--- src/rtl/operand_stack.sv ---
// LIFO operand stack with registered read port and combinational occupancy flags.
// Define OPERAND_STACK_ERR_EN to enable the sticky overflow/underflow flag on err.
module operand_stack #(
    parameter int WIDTH = 8,
    parameter int DEPTH = 16
) (
    input  logic                       clk,
    input  logic                       rst,
    input  logic                       push,
    input  logic                       pop,
    input  logic                       tos,
    input  logic [WIDTH-1:0]           din,
    output logic [WIDTH-1:0]           dout,
    output logic                       stack_empty,
    output logic                       stack_full,
    output logic [$clog2(DEPTH):0]     count,
    output logic                       err
);

    localparam int AW = $clog2(DEPTH);
    localparam int CW = AW + 1;

    logic [WIDTH-1:0] mem [DEPTH];
    logic [CW-1:0]    sp;
    logic [CW-1:0]    sp_next;
    logic [AW-1:0]    top_idx;
    logic [AW-1:0]    wr_idx;
    logic             do_write;
    logic             load_dout;
    logic             overflow;
    logic             underflow;

    assign stack_empty = (sp == '0);
    assign stack_full  = (sp == CW'(DEPTH));
    assign count       = sp;
    // Truncation makes sp == DEPTH map to the last slot, which is the top when full.
    assign top_idx     = sp[AW-1:0] - AW'(1);

    always_comb begin
        sp_next   = sp;
        wr_idx    = sp[AW-1:0];
        do_write  = 1'b0;
        load_dout = 1'b0;
        overflow  = 1'b0;
        underflow = 1'b0;
        if (push && pop && !stack_empty) begin
            // Replace-top: read the old value out while overwriting the same slot.
            do_write  = 1'b1;
            wr_idx    = top_idx;
            load_dout = 1'b1;
        end else if (push) begin
            if (stack_full) begin
                overflow = 1'b1;
            end else begin
                do_write  = 1'b1;
                sp_next   = sp + CW'(1);
                load_dout = tos && !stack_empty;
            end
        end else if (pop || tos) begin
            if (stack_empty) begin
                underflow = 1'b1;
            end else begin
                load_dout = 1'b1;
                if (pop) begin
                    sp_next = sp - CW'(1);
                end
            end
        end
    end

    always_ff @(posedge clk) begin
        if (rst) begin
            sp   <= '0;
            dout <= '0;
        end else begin
            sp <= sp_next;
            if (load_dout) begin
                dout <= mem[top_idx];
            end
        end
    end

    // Storage is deliberately left out of reset; entries above sp are never read.
    always_ff @(posedge clk) begin
        if (!rst && do_write) begin
            mem[wr_idx] <= din;
        end
    end

`ifdef OPERAND_STACK_ERR_EN
    always_ff @(posedge clk) begin
        if (rst) begin
            err <= 1'b0;
        end else if (overflow || underflow) begin
            err <= 1'b1;
        end
    end
`else
    logic unused_events;
    assign unused_events = overflow | underflow;
    assign err           = 1'b0;
`endif

endmodule

--- config.mk ---
export PLATFORM = sky130hd
export DESIGN_NAME = operand_stack
export DESIGN_NICKNAME = d
export VERILOG_FILES = /design/src/rtl/operand_stack.sv
export SDC_FILE = /design/constraint.sdc
export NUM_CORES = 1
export LEC_CHECK = 0
export ABC_AREA = 1
export BUFFER_PORTS_ARGS = -buffer_cell sky130_fd_sc_hd__buf_2
export CAP_MARGIN = 20
export CORE_ASPECT_RATIO = 1.5
export CORE_MARGIN = 2
export CORE_UTILIZATION = 36
export DETAILED_ROUTE_END_ITERATION = 8
export GPL_ROUTABILITY_DRIVEN = 0
export PLACE_DENSITY = 0.54
export SLEW_MARGIN = 30
export SYNTH_ARGS = -nofsm -noshare
export SYNTH_HDL_FRONTEND = slang
export SYNTH_SLANG_ARGS = --single-unit
--- constraint.sdc ---
create_clock -name clk -period 3.9 [get_ports clk]
set_input_delay 0.975 -clock clk [delete_from_list [all_inputs] [get_ports clk]]
set_output_delay 0.975 -clock clk [all_outputs]
set_load 0.02 [all_outputs]
Yosys cells after proc, flatten, opt, wreduce, memory -nomap -nowiden --
Memory sizes are Yosys's and may differ from the RTL's. A register that Yosys moved wholly into a read port is not among the register bits. Cells that the tools add are included.
Word-level totals: bits of input ports 13, memories kept 1, output and inout port bits 16, RAM bits 128, register bits 5, logic and storage cells 36
Operators by class: mux-type cells 16, eq/ne operators 3, bitwise gates (word level) 1, reductions and logical operators 11, add/sub/neg operators 3
Memories:
- mem | words 16, width 8, rd ports 1, clocked after memory_dff 1, wr ports 1, RTL line 23 | logic [WIDTH-1:0] mem [DEPTH];
Operators by type and width (number):
- two-way mux 5 bit | 5
- two-way mux 1 bit | 10
- adder 5 x 1 -> 5 bit (second input constant) | 1
- == test 5 bit (second input constant) | 1
- zero test 5 bit | 1
- AND reduction 5 bit | 1
- subtractor 5 x 1 -> 5 bit (second input constant) | 1
- logical AND 1 bit | 4
- two-way mux 4 bit | 1
- inequality test 2 bit (second input constant) | 2
- nonzero test 2 bit | 2
- subtractor 4 x 1 -> 4 bit (second input constant) | 1
- zero test 1 bit | 2
- logical OR 1 bit | 1
- inverter 1 bit | 1

Longest topological paths before layout --
Gate-level depths: netlist of the first run.
depth in word-level cells 7, mapped depth 14

Worst setup path after synthesis of the first run --
No wires, ideal clock.
kind register -> register, from register sp[0] (netlist: count[0]), to memory mem[10][0] (enable), clock period less this slack 2762 ps, arrival time 2392 ps, slack 1138 ps, required time 3530 ps, buffers on the path 4, cell stages (with the launch flop) 14, cell sequence dfxtp_1 clkbuf_1 inv_2 buf_2 buf_2 ha_1 nand2_2 nor2_4 nand2_8 nand2_4 buf_8 o21ai_2 nand3_2 nor2_1
RTL lines:
- start, declared | RTL line 24 | logic [CW-1:0] sp;
- start signal, assigned | RTL line 76 | sp <= sp_next;
- subtractor 4 x 1 -> 4 bit | RTL line 37 | assign top_idx = sp[AW-1:0] - AW'(1);
- named net top_idx[0] | RTL line 26 | logic [AW-1:0] top_idx;
- two-way mux 4 bit | RTL line 46 | if (push && pop && !stack_empty) begin
- end, declared | RTL line 23
The timed path passes the listed nets, and every way through them passes these cells.

Worst setup path after layout of the first run --
from register sp[0] (netlist: count[0]), to output port stack_full
Between the ends: word-level cells in the longest chain between the ends 1
Ends and longest elaborated chain:
- == test 5 bit | RTL line 34 | assign stack_full = (sp == CW'(DEPTH));
- end, declared | RTL line 15 | output logic stack_full,
No other way between the ends.

==> out/metrics.cfg, run 1 <==
[clocking]
cts.htree.levels = 4
worstSkewPairLatency_ns = 0.41
clk_pin_slew_ns = 0.06
cts.path.max_buffers = 2
cts_resized = 0
cts_setup_buffers = 0
cts_buffers = 17
cts_sinks = 141
root_buffer = clkbuf_16
cts_tree = yes
hold_buffers = 0

[sta]
worst_pin_slew_ns = 0.735
period_needed_ns = 2.94
rsz0062_at_grt = false
finalSetupViolCount = 0
skew_ns = 0.0103
hold_violations = 0
drv_slew = 0
post-route-period-util_pct = 75.5
fmax_ghz = 0.340
tns_ns = 0
whs_ns = 0.543
setup_ws_ns = 0.956
relSlewSlack_pct = 50.8

[cells_and_area]
final_nets = 720
antennaDiodeCount = 0
postLayoutCoreUtil_pct = 41.7
finalInstanceArea_um2 = 7520
drive_above_1_share_pct = 13.7
area_growth_pct = 13.4
fillers = 1745
finalNonFillerCells = 931

[die]
rows = 60
core_um2 = 18000
start_util_pct = 36.8
fp.dieArea_um2 = 19500
io_pins = 29
die_y_um = 170
die_w_um = 115

[worst_setup_path]
rr_worst_depth = 10
critical_path_buf_inv_count = 3
crit_family = buffers and inverters
worstPathArrival_ns = 1.97
slowest_delay_ns = 0.45
timing.rr.start = count[0]
crit_path_cell_trace = inv_2, ha_1, nand2_2, nor2_4, nand2_1, inv_1, buf_2
crit_cells = 7
slowest_stage = inv_2
cp-start-kind = register
worstPathRequired_ns = 2.92
r2r-end = mem[2][4]
cp-end-kind = output pin
path_class = register to output pin
cp_max_fo = 38
reg2reg_slack_ns = 0.98

[logic_synthesis]
synth_nets = 695
synth_xor_area_share_pct = 1.51
post_synth_num_cell_types = 34
async_reset_ff_share_pct = 0
synthSimpleGateAreaFrac_pct = 24.3
synthMuxAreaShare_pct = 0
ys.flop_type = edfxtp_1
ys_seq_area_share_pct = 61.9
synth_warnings = 0
syn_area_um2 = 6630
synth_enable_flop_cells = 128
synth_fa_ha_area_share_pct = 1.25
synth_area_per_cell_um2 = 9.81
yosys-top-cells-area = edfxtp_1 (58%), nand2_1 (11%), nand3_1 (7.9%)
synth_top_family_by_area = simple AND/OR/NAND/NOR gates
synth_cells = 676
synth-seq-cells = 141
synth_commonest_cells = nand2_1 (199), edfxtp_1 (128), inv_1 (120)
synth_top_area_share_pct = 58.0
yosysMostFrequentCell = nand2_1
yosysTopAreaCell = edfxtp_1
synth_compound_area_share_pct = 1.87

[global_route]
grt_pass1_wl_um = 23900
antenna_found_initial = 0
grt_use_total_pct = 16.9
grt-ovfl-total = 0
grt_pass1_vias = 4405
grt_max_degree = 70

[drt]
dr_total_vias = 4476
wl_um = 15700
ant_nets = 0
drc = 0
drtIter0Drc = 281
wl_per_cell_um = 16.8
first_pass_iters = 5
viasPerCell = 4.81

[placement]
placed_area_um2 = 6950
pre_cts_slack_ns = 0.909
hpwl_um = 10600
numPortBuffers = 27
dpl.cell_count = 899

[pwr]
powerDensity_nw_per_um2 = 633
max-vdd-ir-drop_mv = 0.309
leakage_nw = 3.32
p_total_mw = 4.76

[status]
status = finished, final reports clean

[worst_hold_path]
hp-start = count[1]
holdPathEnd = count[1]
min_path_cells = 2
hp-class = register to register

[run]
max_cap_violations = 0

-- kinds of logic after synthesis --
family,Yosys count
AND/OR/NAND/NOR,353
buffers and inverters,152
flip-flops,141
AO/OA/AOI/OAI,15
XOR/XNOR,8
adder cells (fa/ha/maj),6
other,1
-- cell usage in the layout, fill, tap and decap left out, drive strengths merged --
| cell type | count |
|---|---|
| a21oi | 8 |
| buf | 33 |
| bufinv | 2 |
| clkbuf | 21 |
| clkinv | 8 |
| clkinvlp | 2 |
| conb | 1 |
| dfxtp | 13 |
| edfxtp | 128 |
| fa | 1 |
| ha | 5 |
| inv | 124 |
| nand2 | 205 |
| nand3 | 116 |
| nand3b | 8 |
| nand4 | 1 |
| nor2 | 23 |
| o211ai | 1 |
| o21ai | 6 |
| xnor2 | 5 |
| xor2 | 3 |
-- worst reg2reg max path: stages, from the launching register on --
cell and delay (ns):
dfxtp_2 0.32, inv_2 0.45, ha_1 0.26, nand2_2 0.08
nor2_4 0.16, nand2_8 0.09, nand2_4 0.18, o21ai_1 0.13
inv_1 0.08, nand2_1 0.18, nor2_1 0.63
-- layer usage --
| metal | track usage [%] | vias to the layer above | share of wire, % |
|---|---|---|---|
| li1 | - | 2219 | - |
| met1 | 19.1 | 2129 | 39 |
| met2 | 31.6 | 112 | 55 |
| met3 | 3.21 | 16 | 4.2 |
| met4 | 5.34 | 0 | 1.4 |
| met5 | 0 | - | 0 |
-- how the worst max path moves through the flow --
stage	endpoint	start	slack [ns]
floorplan	mem[10][0]	count[0]	1.14
global placement	mem[2][3]	push	0.92
detailed placement	mem[2][6]	push	0.91
CTS	stack_empty	count[0]	0.93
global route	mem[0][3]	count[0]	0.70
finish	stack_full	count[0]	0.96
-- flip-flops by register name, indices dropped and copies added, names as in the netlist --
name,cells
count,5
dout,8
mem,128
-- report_power, final --
part / switching (mW) / total [mW] / internal (mW)
registers: 0.0489 / 1.80 / 1.75
logic: 0.977 / 1.41 / 0.436
clock network: 0.596 / 1.55 / 0.955
-- layout make-up --
class	count	area, um2	area share (%)
Clock buffer	21	450	5.99
Clock inverter	11	121	1.61
Inverter	125	469	6.24
Multi-Input combinational cell	383	1920	25.5
Sequential cell	141	4110	54.6
Tap cell	217	272	3.61
Timing Repair Buffer	33	180	2.40
Power figures use the tool's default switching activity.
==> inputs of run 2 (changes only) <==
Settings changed: PLACE_DENSITY 0.54 to 0.56.
Clock period 3.9 ns to 2.4 ns, I/O delays scaled along.
==> out/metrics.cfg, run 2 (synthesis results as in run 1) <==
[die]
rows = 60
core_um2 = 18000
die_w_um = 115
io_pins = 29
die_y_um = 170
fp.dieArea_um2 = 19500
start_util_pct = 36.8

[cells_and_area]
final_cell_mix = nand2_1 (191), edfxtp_1 (128), inv_1 (120)
multi_input_area_um2 = 2140
top_register = mem
layout.cells.most_common = nand2_1
antennaDiodeCount = 0
area_growth_pct = 17.2
seqCellArea_um2 = 4110
fillers = 1698
largest_reg_flops = 128
finalNonFillerCells = 940
drive_above_1_share_pct = 18.1
final_nets = 729

[worst_setup_path]
rr_worst_depth = 9
cp-start-kind = register
path_class = register to output pin
crit_path_cell_trace = buf_4, buf_2
r2r-end = mem[4][0]
timing.rr.start = count[1]
cp_max_fo = 69
slowest_stage = buf_4
slowest_delay_ns = 0.59
reg2reg_slack_ns = 0.18
worstPathArrival_ns = 1.66
worstPathRequired_ns = 1.80
cp-end-kind = output pin

[global_route]
grt-ovfl-total = 0
grt_use_total_pct = 17.1
antenna_found_initial = 0
grt_max_degree = 70
grt_pass1_wl_um = 24400
grt_pass1_vias = 4555

[sta]
fmax_ghz = 0.442
worst_pin_slew_ns = 0.724
rsz0062_at_grt = false
skew_ns = 0.0149
tns_ns = 0
relSlewSlack_pct = 51.7
drv_slew = 0
hold_violations = 0
period_needed_ns = 2.26
setup_ws_ns = 0.137
post-route-period-util_pct = 94.3
finalSetupViolCount = 0

[drt]
first_pass_iters = 7
wl_um = 15900
drtIter0Drc = 282
wl_per_cell_um = 17.0
drc = 0
dr_total_vias = 4538
viasPerCell = 4.83
ant_nets = 0

[placement]
pre_cts_slack_ns = 0.0619
hpwl_um = 10700
numPortBuffers = 27
dpl.cell_count = 906

[clocking]
cts_sinks = 141
cts_buffers = 17
hold_buffers = 0
worstSkewPairLatency_ns = 0.42
cts.path.max_buffers = 2
root_buffer = clkbuf_16
cts.htree.levels = 4
clk_pin_slew_ns = 0.06
cts_tree = yes

[pwr]
leakage_nw = 3.34
max-vdd-ir-drop_mv = 0.536
p_total_mw = 7.83
powerDensity_nw_per_um2 = 1010

[status]
status = finished, final reports clean

[run]
max_cap_violations = 0

[worst_hold_path]
hp-class = input port to register
hp-start = rst
holdPathEnd = count[0]
min_path_cells = 2

==> run 2: cell types whose count changed in the layout (fill, tap and decap cells not counted), moves of 4 or more <==
cell     change
buf_4        +9
nand2_1      -8
nand2_2      +6
nand3_2      -4
nand3_4      +4
nor2_1      -16
nor2_4      +16
==> run 2: metrics by stage <==
| stage | util (%) | hold WS, ns | cell area, um2 |
|---|---|---|---|
| after floorplan | - | 0.578 | 6860 |
| after global placement | 40.0 | 0.557 | 7200 |
| after detailed placement | 40.0 | 0.560 | 7200 |
| after CTS | 42.9 | 0.439 | 7730 |
| after global routing | 43.1 | 0.453 | 7770 |
| final | 43.1 | 0.445 | 7770 |
==> run 2: report_power, final <==
group	internal [mW]	switching (mW)	total [mW]
combinational	0.815	1.78	2.59
sequential	2.84	0.0618	2.90
clock	1.32	1.02	2.33
total	4.97	2.86	7.83
==> run 2: how the worst max path moves through the flow <==
stage / from / to / slack [ns] / cells after the start
final: count[0] / count[0] / 0.14 / 2
after global routing: count[1] / mem[6][4] / 0.02 / 9
after CTS: count[1] / mem[4][2] / 0.07 / 10
after detailed placement: pop / mem[4][2] / 0.06 / 7
after global placement: pop / mem[4][4] / 0.09 / 8
after floorplan: count[0] / mem[12][0] / 0.007 / 14
==> run 2: critical path, delay by kind of cell, from the launching register on <==
| family | cells | cell delay [ns] |
|---|---|---|
| buffers and inverters | 2 | 0.88 |
| DFF | 1 | 0.36 |
==> run 2: area by class of cell <==
class	instances	area share [%]
flip-flops and latches	141	52.9
multi-input cells	383	27.6
inverters	125	6.07
clock buffers	18	5.53
well taps	217	3.50
repair buffers	42	3.19
clock inverters	14	1.26
==> run 2: layer usage <==
| metal | part of all wire [%] | global-route usage [%] |
|---|---|---|
| met5 | 0 | 0 |
| met3 | 4.1 | 3.45 |
| met2 | 51 | 29.9 |
| met1 | 42 | 20.0 |
| met4 | 3.1 | 7.91 |
==> run 2: repair_timing <==
item | CTS | global route
endpoints found under the setup margin | 0 | 128
gates resized for setup | 0 | 4
buffers inserted | 0 | 2
